--- src/rtl/wb_port_arbiter.sv ---
// Purpose  : shares the single register-file write port between the pipeline WB stage
//            and queued multiply/divide results; the pipeline wins unless the MD head starves.
// Latency  : inputs sampled at edge N drive o_RF_* from edge N to edge N+1 (all outputs registered).
// Backpress: MD side uses valid/ready (o_MD_Ready from registered count); pipeline side is held via
//            o_Stall for one cycle per forced drain.
// Ports    : clk, rst_n (async active-low)
//            i_Sig_RegWrite/i_Write_Register/i_Sig_MemtoReg/i_Read_Data/i_ALU_Result : MEM/WB write request
//            i_MD_Valid/i_MD_Dest/i_MD_Result, o_MD_Ready                        : MD result push
//            o_Stall                                                             : hold WB inputs
//            o_RF_WE/o_RF_Addr/o_RF_Data                                         : register-file write port
module wb_port_arbiter #(
   parameter int DATA_W       = 16,
   parameter int ADDR_W       = 3,
   parameter int FIFO_DEPTH   = 2,
   parameter int STARVE_LIMIT = 3
) (
   input  logic              clk,
   input  logic              rst_n,
   input  logic              i_Sig_RegWrite,
   input  logic [ADDR_W-1:0] i_Write_Register,
   input  logic              i_Sig_MemtoReg,
   input  logic [DATA_W-1:0] i_Read_Data,
   input  logic [DATA_W-1:0] i_ALU_Result,
   input  logic              i_MD_Valid,
   input  logic [ADDR_W-1:0] i_MD_Dest,
   input  logic [DATA_W-1:0] i_MD_Result,
   output logic              o_MD_Ready,
   output logic              o_Stall,
   output logic              o_RF_WE,
   output logic [ADDR_W-1:0] o_RF_Addr,
   output logic [DATA_W-1:0] o_RF_Data
);

   localparam int CNT_W = $clog2(FIFO_DEPTH + 1);
   localparam int PTR_W = $clog2(FIFO_DEPTH);
   localparam int AGE_W = $clog2(STARVE_LIMIT + 1);

   typedef enum logic [1:0] {
      ST_IDLE  = 2'd0,
      ST_PEND  = 2'd1,
      ST_FORCE = 2'd2
   } state_t;

   state_t            state_q, state_d;
   logic [CNT_W-1:0]  count_q, count_d;
   logic [PTR_W-1:0]  wr_ptr_q, rd_ptr_q;
   logic [AGE_W-1:0]  age_q, age_d, age_inc;
   logic              stall_q;
   logic              we_q, we_d;
   logic [ADDR_W-1:0] addr_q, addr_d;
   logic [DATA_W-1:0] data_q, data_d;

   logic [ADDR_W-1:0] fifo_dest_q [FIFO_DEPTH];
   logic [DATA_W-1:0] fifo_data_q [FIFO_DEPTH];

   logic              preq;
   logic [DATA_W-1:0] pipe_dat;
   logic              md_rdy;
   logic              push;
   logic              pop;
   logic [ADDR_W-1:0] head_dest;
   logic [DATA_W-1:0] head_dat;
   logic              last_entry;

   always_comb begin
      preq      = i_Sig_RegWrite && (i_Write_Register != '0);
      pipe_dat  = i_Sig_MemtoReg ? i_Read_Data : i_ALU_Result;
      // Ready comes from the registered count only, so a same-cycle pop never frees a slot.
      md_rdy    = (count_q < CNT_W'(FIFO_DEPTH));
      push      = i_MD_Valid && md_rdy;
      head_dest = fifo_dest_q[rd_ptr_q];
      head_dat  = fifo_data_q[rd_ptr_q];
      // FIFO drains to empty on this pop unless a push refills it in the same cycle.
      last_entry = (count_q == CNT_W'(1)) && !push;
      age_inc   = (age_q >= AGE_W'(STARVE_LIMIT)) ? AGE_W'(STARVE_LIMIT) : age_q + AGE_W'(1);

      state_d = state_q;
      age_d   = age_q;
      pop     = 1'b0;
      we_d    = 1'b0;
      addr_d  = addr_q;
      data_d  = data_q;

      case (state_q)
         ST_IDLE: begin
            if (preq) begin
               we_d   = 1'b1;
               addr_d = i_Write_Register;
               data_d = pipe_dat;
            end
            if (push) state_d = ST_PEND;
         end
         ST_PEND: begin
            if (preq) begin
               we_d   = 1'b1;
               addr_d = i_Write_Register;
               data_d = pipe_dat;
               age_d  = age_inc;
               if (age_inc == AGE_W'(STARVE_LIMIT)) state_d = ST_FORCE;
            end else begin
               pop   = 1'b1;
               age_d = '0;
               if (last_entry) state_d = ST_IDLE;
            end
         end
         ST_FORCE: begin
            // Pipeline inputs are ignored here; the stalled stage re-presents them next cycle.
            pop     = 1'b1;
            age_d   = '0;
            state_d = last_entry ? ST_IDLE : ST_PEND;
         end
         default: begin
            state_d = ST_IDLE;
            age_d   = '0;
         end
      endcase

      // An MD result aimed at R0 still uses its grant but writes nothing.
      if (pop && (head_dest != '0)) begin
         we_d   = 1'b1;
         addr_d = head_dest;
         data_d = head_dat;
      end

      count_d = count_q + CNT_W'(push) - CNT_W'(pop);
   end

   always_ff @(posedge clk or negedge rst_n) begin
      if (!rst_n) begin
         state_q  <= ST_IDLE;
         count_q  <= '0;
         wr_ptr_q <= '0;
         rd_ptr_q <= '0;
         age_q    <= '0;
         stall_q  <= 1'b0;
         we_q     <= 1'b0;
         addr_q   <= '0;
         data_q   <= '0;
      end else begin
         state_q <= state_d;
         count_q <= count_d;
         age_q   <= age_d;
         stall_q <= (state_d == ST_FORCE);
         we_q    <= we_d;
         addr_q  <= addr_d;
         data_q  <= data_d;
         if (push) wr_ptr_q <= wr_ptr_q + PTR_W'(1);
         if (pop)  rd_ptr_q <= rd_ptr_q + PTR_W'(1);
      end
   end

   // Entry storage needs no reset: count and pointers define which slots are live.
   always_ff @(posedge clk) begin
      if (push) begin
         fifo_dest_q[wr_ptr_q] <= i_MD_Dest;
         fifo_data_q[wr_ptr_q] <= i_MD_Result;
      end
   end

   assign o_MD_Ready = md_rdy;
   assign o_Stall    = stall_q;
   assign o_RF_WE    = we_q;
   assign o_RF_Addr  = addr_q;
   assign o_RF_Data  = data_q;

endmodule

--- config.mk ---
export PLATFORM = sky130hd
export DESIGN_NAME = wb_port_arbiter
export DESIGN_NICKNAME = d
export VERILOG_FILES = /design/src/rtl/wb_port_arbiter.sv
export SDC_FILE = /design/constraint.sdc
export NUM_CORES = 1
export LEC_CHECK = 0
export ABC_AREA = 1
export CORE_ASPECT_RATIO = 0.5
export CORE_MARGIN = 3
export CORE_UTILIZATION = 25
export DETAILED_ROUTE_END_ITERATION = 8
export SYNTH_ARGS = -nofsm -noshare
export SYNTH_HDL_FRONTEND = slang
export SYNTH_SLANG_ARGS = --single-unit
--- constraint.sdc ---
create_clock -name clk -period 2.38 [get_ports clk]
set_input_delay 0.238 -clock clk [delete_from_list [all_inputs] [get_ports clk]]
set_output_delay 0.238 -clock clk [all_outputs]
set_load 0.01 [all_outputs]
# Word-level counts from Yosys, hierarchy flattened

Memory sizes are Yosys's and may differ from the RTL's.
Index checks and enable logic that the tools add are counted.

RAM bits: 38
Word-level logic and storage cells: 58
Output and inout bits: 22
Memories kept: 2
Bits in registers: 29

Memory list:

| memory      | depth | bits a word | rd ports | clocked after Yosys merged registers in | write ports | RTL line | text |
|---|---|---|---|---|---|---|---|
| fifo_data_q | 2     | 16          | 1        | 0                                       | 1           | 54       | `logic [DATA_W-1:0] fifo_data_q [FIFO_DEPTH];` |
| fifo_dest_q | 2     | 3           | 1        | 0                                       | 1           | 53       | `logic [ADDR_W-1:0] fifo_dest_q [FIFO_DEPTH];` |

Muxes and demuxes: 23
Reduce and logical (&&, ||, !) cells: 12
Equal/unequal tests: 5
Magnitude comparators: 2
$add $sub $neg: 5

Operator list:

| operator                                                              | number |
|---|---|
| 16-bit two-way mux                                                    | 4 |
| 2-bit two-way mux                                                     | 6 |
| 3-bit two-way mux                                                     | 3 |
| 1-bit two-way mux                                                     | 7 |
| 2-bit equality test, second input constant                            | 3 |
| 2-bit case mux with 3 select lines                                    | 1 |
| 3-bit nonzero test                                                    | 2 |
| 2-bit by 1-bit equality test with 1-bit output, second input constant | 2 |
| 1-bit logical AND                                                     | 4 |
| 2-bit case mux with 2 select lines                                    | 1 |
| 2-bit nonzero test                                                    | 2 |
| 1-bit adder, second input constant                                    | 2 |
| 2-bit by 1-bit adder with 2-bit output                                | 1 |
| 2-bit by 1-bit adder with 2-bit output, second input constant         | 1 |
| 2-bit >= comparator, second input constant                            | 1 |
| 2-bit zero test                                                       | 1 |
| 2-bit < comparator, second input constant                             | 1 |
| 1-bit case mux with 2 select lines                                    | 1 |
| 2-bit AND reduction                                                   | 1 |
| 2-bit OR reduction                                                    | 1 |
| 2-bit by 1-bit subtractor with 2-bit output                           | 1 |
| 1-bit zero test                                                       | 1 |

# Logic depth before layout (Yosys ltp)

Depth in word-level cells: 8
Gate-level depth with buffers: 11
Mapped depth without buffers: 10

# Worst setup path before layout

No wires, ideal clock.

Path kind: reg-to-reg
From: register state_q[0]
To: register count_q[1]
Setup slack: 0.360 ns
Library setup time: 0.079 ns
Clock period less this slack: 2.020 ns
Data arrival time: 1.941 ns
Cell stages (with the launch flop): 11
Data required time: 2.301 ns
Cell sequence: dfrtp_1 > inv_1 > ha_1 > inv_1 > a21oi_1 > clkbuf_1 > ha_1 > inv_1 > ha_1 > xnor2_1 > xor2_1

Cells in the longest elaborated chain, start to end: 3
Elaborated cells between the ends (all ways): 4

Ends and longest elaborated chain:

| what                                                                                  | RTL line | text |
|---|---|---|
| start, declared                                                                       | 44       | `state_t state_q, state_d;` |
| start signal, assigned                                                                | 140      | `state_q <= state_d;` |
| 2-bit equality test or 2-bit by 1-bit equality test with 1-bit output (tied branches) | 84       | `case (state_q)` |
| 1-bit case mux with 2 select lines *                                                  | 84       |  |
| net pop                                                                               | 60       | `logic pop;` |
| 2-bit by 1-bit subtractor with 2-bit output *                                         | 125      | `count_d = count_q + CNT_W'(push) - CNT_W'(pop);` |
| net count_d[1]                                                                        | 45       | `logic [CNT_W-1:0] count_q, count_d;` |
| end signal, assigned                                                                  | 141      | `count_q <= count_d;` |
| end, declared                                                                         | 45       |  |

The timed path passes the listed nets; every way through them passes the cells marked *.
A chain may end at the register's enable or synchronous reset.

# Worst setup path in the final report

From: register state_q[0]
To: register count_q[1]

Cells in the longest elaborated chain, start to end: 3
Elaborated cells between the ends (all ways): 4

Ends and longest elaborated chain:

| what                                                                                  | RTL line |
|---|---|
| 2-bit equality test or 2-bit by 1-bit equality test with 1-bit output (tied branches) | 84 |
| 1-bit case mux with 2 select lines *                                                  | 84 |
| 2-bit by 1-bit subtractor with 2-bit output *                                         | 125 |
| net count_d[1]                                                                        | 45 |

Marked as above.

==> qor.csv <==
stage,metric,value,unit
timing,worst_pin_slew,623,ps
synth,avgSynthCellArea,9.21,um^2
timing,min_period_over_period,81.3,%
grt,grt_pass1_wl,12300,um
drt,drtPass1Iterations,4,
grt,grt_use_total,11.3,%
finish,area_growth,41.1,%
finish,most-common-layout-cells,"nand2_1 (120), clkdlybuf4s50_1 (80), nand3_1 (54)",
critical_path,critical_path.slowest_cell,dfrtp_1,
placement,placed_cells,580,
status,outcome,completed,
clocking,clk_pin_slew,60,ps
critical_path,arrival,2180,ps
floorplan,die_y,85.4,um
floorplan,initial_core_util,26.1,%
placement,gp_congestion,0.824,
floorplan,rows,28,
drt,drt-wirelength-per-cell,13.0,um
clocking,post-cts-setup-buffers,0,
timing,finClkSkew,6.47,ps
timing,hold_viol,0,
clocking,ctsHoldBuffers,0,
timing,setup_viol,0,
pwr,p_leak,1.95,nW
timing,finalSetupTns,0,ps
clocking,clockBufferDepth,2,
grt,antenna_found_initial,0,
critical_path,path_cells,"inv_1, ha_1, inv_1, a21oi_1, ha_1, inv_1, ha_1, xnor2_1, xor2_1",
timing,slew_viol_final,0,
clocking,cts_root_buf,clkbuf_16,
floorplan,coreArea,12100,um^2
finish,diodes,0,
drt,vias_per_cell,4.16,
critical_path,cpPeakStageDelay,430,ps
critical_path,critPathMaxFanout,5,
grt,grt_max_degree,37,
clocking,cts_num_sinks,67,
clocking,cts_buffers,9,
pwr,pwr_density_cell,1190,nW/um^2
finish,postLayoutCoreUtil,36.9,%
placement,numPortBuffers,80,
drt,drt_iter0_markers,191,
pwr,irDropWorstVdd,0.000405,V
critical_path,cp.required,2630,ps
synth,synth_cell_types,24,
synth,synth.net_count,407,
finish,layout_commonest_cell,nand2_1,
clocking,cts_tree,done,
finish,nFillCells,1224,
grt,grt_pass1_vias,2337,
drt,drc,0,
drt,wirelength,7730,um
timing,whs,296,ps
synth,syn_inst,342,
clocking,clk_latency,330,ps
timing,fmax,517,MHz
timing,rsz0062_at_grt,no,
finish,final_layout_size_suffix_gt1_share,6.73,%
floorplan,dieArea,14100,um^2
critical_path,end_kind,register,
grt,grt-ovfl-total,0,
timing,slew_headroom,58.4,%
timing,period_needed,1940,ps
synth,yosysSeqAreaShare,59.3,%
min_path,hold_class,input port to asynchronous set/reset pin,
critical_path,worstSetupStartpointType,register,
finish,layout.cells.non_filler,596,
synth,syn_area,3150,um^2
synth,ys_ff_latch,67,
drt,postRouteAntennaNets,0,
placement,hpwl,5660,um
drt,dr_total_vias,2481,
finish,nNetsFinal,491,
floorplan,fp.dieW,165,um
clocking,htree_levels,3,
clocking,cts_resized,0,
critical_path,crit_type,register to register,
run,cap_violations,0,
floorplan,pin_count,81,
synth,ys_warn_count,0,
==> state kept, by name (all words and copies together) (netlist names) <==
signal and flops:
wr_ptr_q 1, o_RF_Data 16, state_q 2, count_q 2
o_Stall 1, fifo_dest_q 6, age_q 2, o_RF_WE 1
fifo_data_q 32, o_RF_Addr 3, rd_ptr_q 1
==> cell usage after synthesis <==
master	instances	area share [%]
nand2_1	120	14
nand3_1	54	8.6
edfxtp_1	38	36
inv_1	31	3.7
dfrtp_1	29	23
a21oi_1	17	2.7
nor2_1	11	1.3
clkbuf_1	8	0.95
ha_1	6	2.4
mux2i_1	4	1.3
buf_2	3	0.48
buf_6	3	1.1
o21ai_1	3	0.48
xor2_1	3	0.83
buf_1	2	0.24
o21ai_0	2	0.32
inv_2	1	0.12
nand3_2	1	0.32
nand3_4	1	0.56
nand4_1	1	0.20
nor3_1	1	0.16
o211ai_1	1	0.24
o21ai_2	1	0.28
xnor2_1	1	0.28
==> cell type report <==
type | instances | area, um^2 | area share, %
clock buffer | 9 | 225 | 5.07
multi-input combinational | 227 | 1080 | 24.2
tap | 165 | 206 | 4.64
timing repair buffer | 89 | 868 | 19.5
inverter | 32 | 120 | 2.70
clock inverter | 7 | 81.3 | 1.83
sequential | 67 | 1870 | 42.0
==> metrics by stage <==
| stage | worst slack [ps] | power, mW | area (um^2) |
|---|---|---|---|
| after CTS | 438 | 5.36 | 4450 |
| after floorplan | 360 | 3.15 | 3150 |
| final | 444 | 5.29 | 4450 |
| after global routing | 268 | 5.69 | 4450 |
| after global placement | 353 | 3.96 | 4140 |
| after detailed placement | 313 | 3.98 | 4140 |
==> per-layer routing <==
layer  routed length (um)  GRT usage (%)
met1                 3690           15.2
met2                 3650           17.6
met5                    0              0
met4                   99           3.88
met3                  282           3.22
==> worst paths after layout <==
path,from,endpoint,slack (ps),cells past startpoint
worst min-delay path,rst_n,o_RF_Data[5],300,2
worst max register to register,state_q[0],count_q[1],440,9
worst min register to register,wr_ptr_q,wr_ptr_q,500,1
max in group asynchronous,rst_n,o_RF_Data[7],1800,2
min in group clk,i_MD_Result[13],fifo_data_q[0][13],480,1
worst max-delay path,state_q[0],count_q[1],440,9
==> kinds of logic after synthesis <==
group	synth area share, %
and+or+nand+nor	25.4
adders and majority gates	2.38
buffers and inverters	6.55
muxes	1.27
xor gates and xnor gates	1.11
AOI/OAI and AO/OA	4.01
DFF	59.3
==> power breakdown <==
group	total (mW)	internal (mW)	switching, mW
Sequential	1.79	1.62	0.174
Combinational	2.15	0.904	1.24
Clock	1.34	0.827	0.518
Total	5.29	3.35	1.93
==> critical path: cells and delay by family, from the launching register on <==
kind | cells | cell delay, ps
adder cells (fa/ha/maj) | 3 | 760
XOR/XNOR | 2 | 300
flip-flops | 1 | 430
buffers and inverters | 3 | 210
AO/OA/AOI/OAI | 1 | 160
Note: power is estimated with default switching activity, not from simulation.
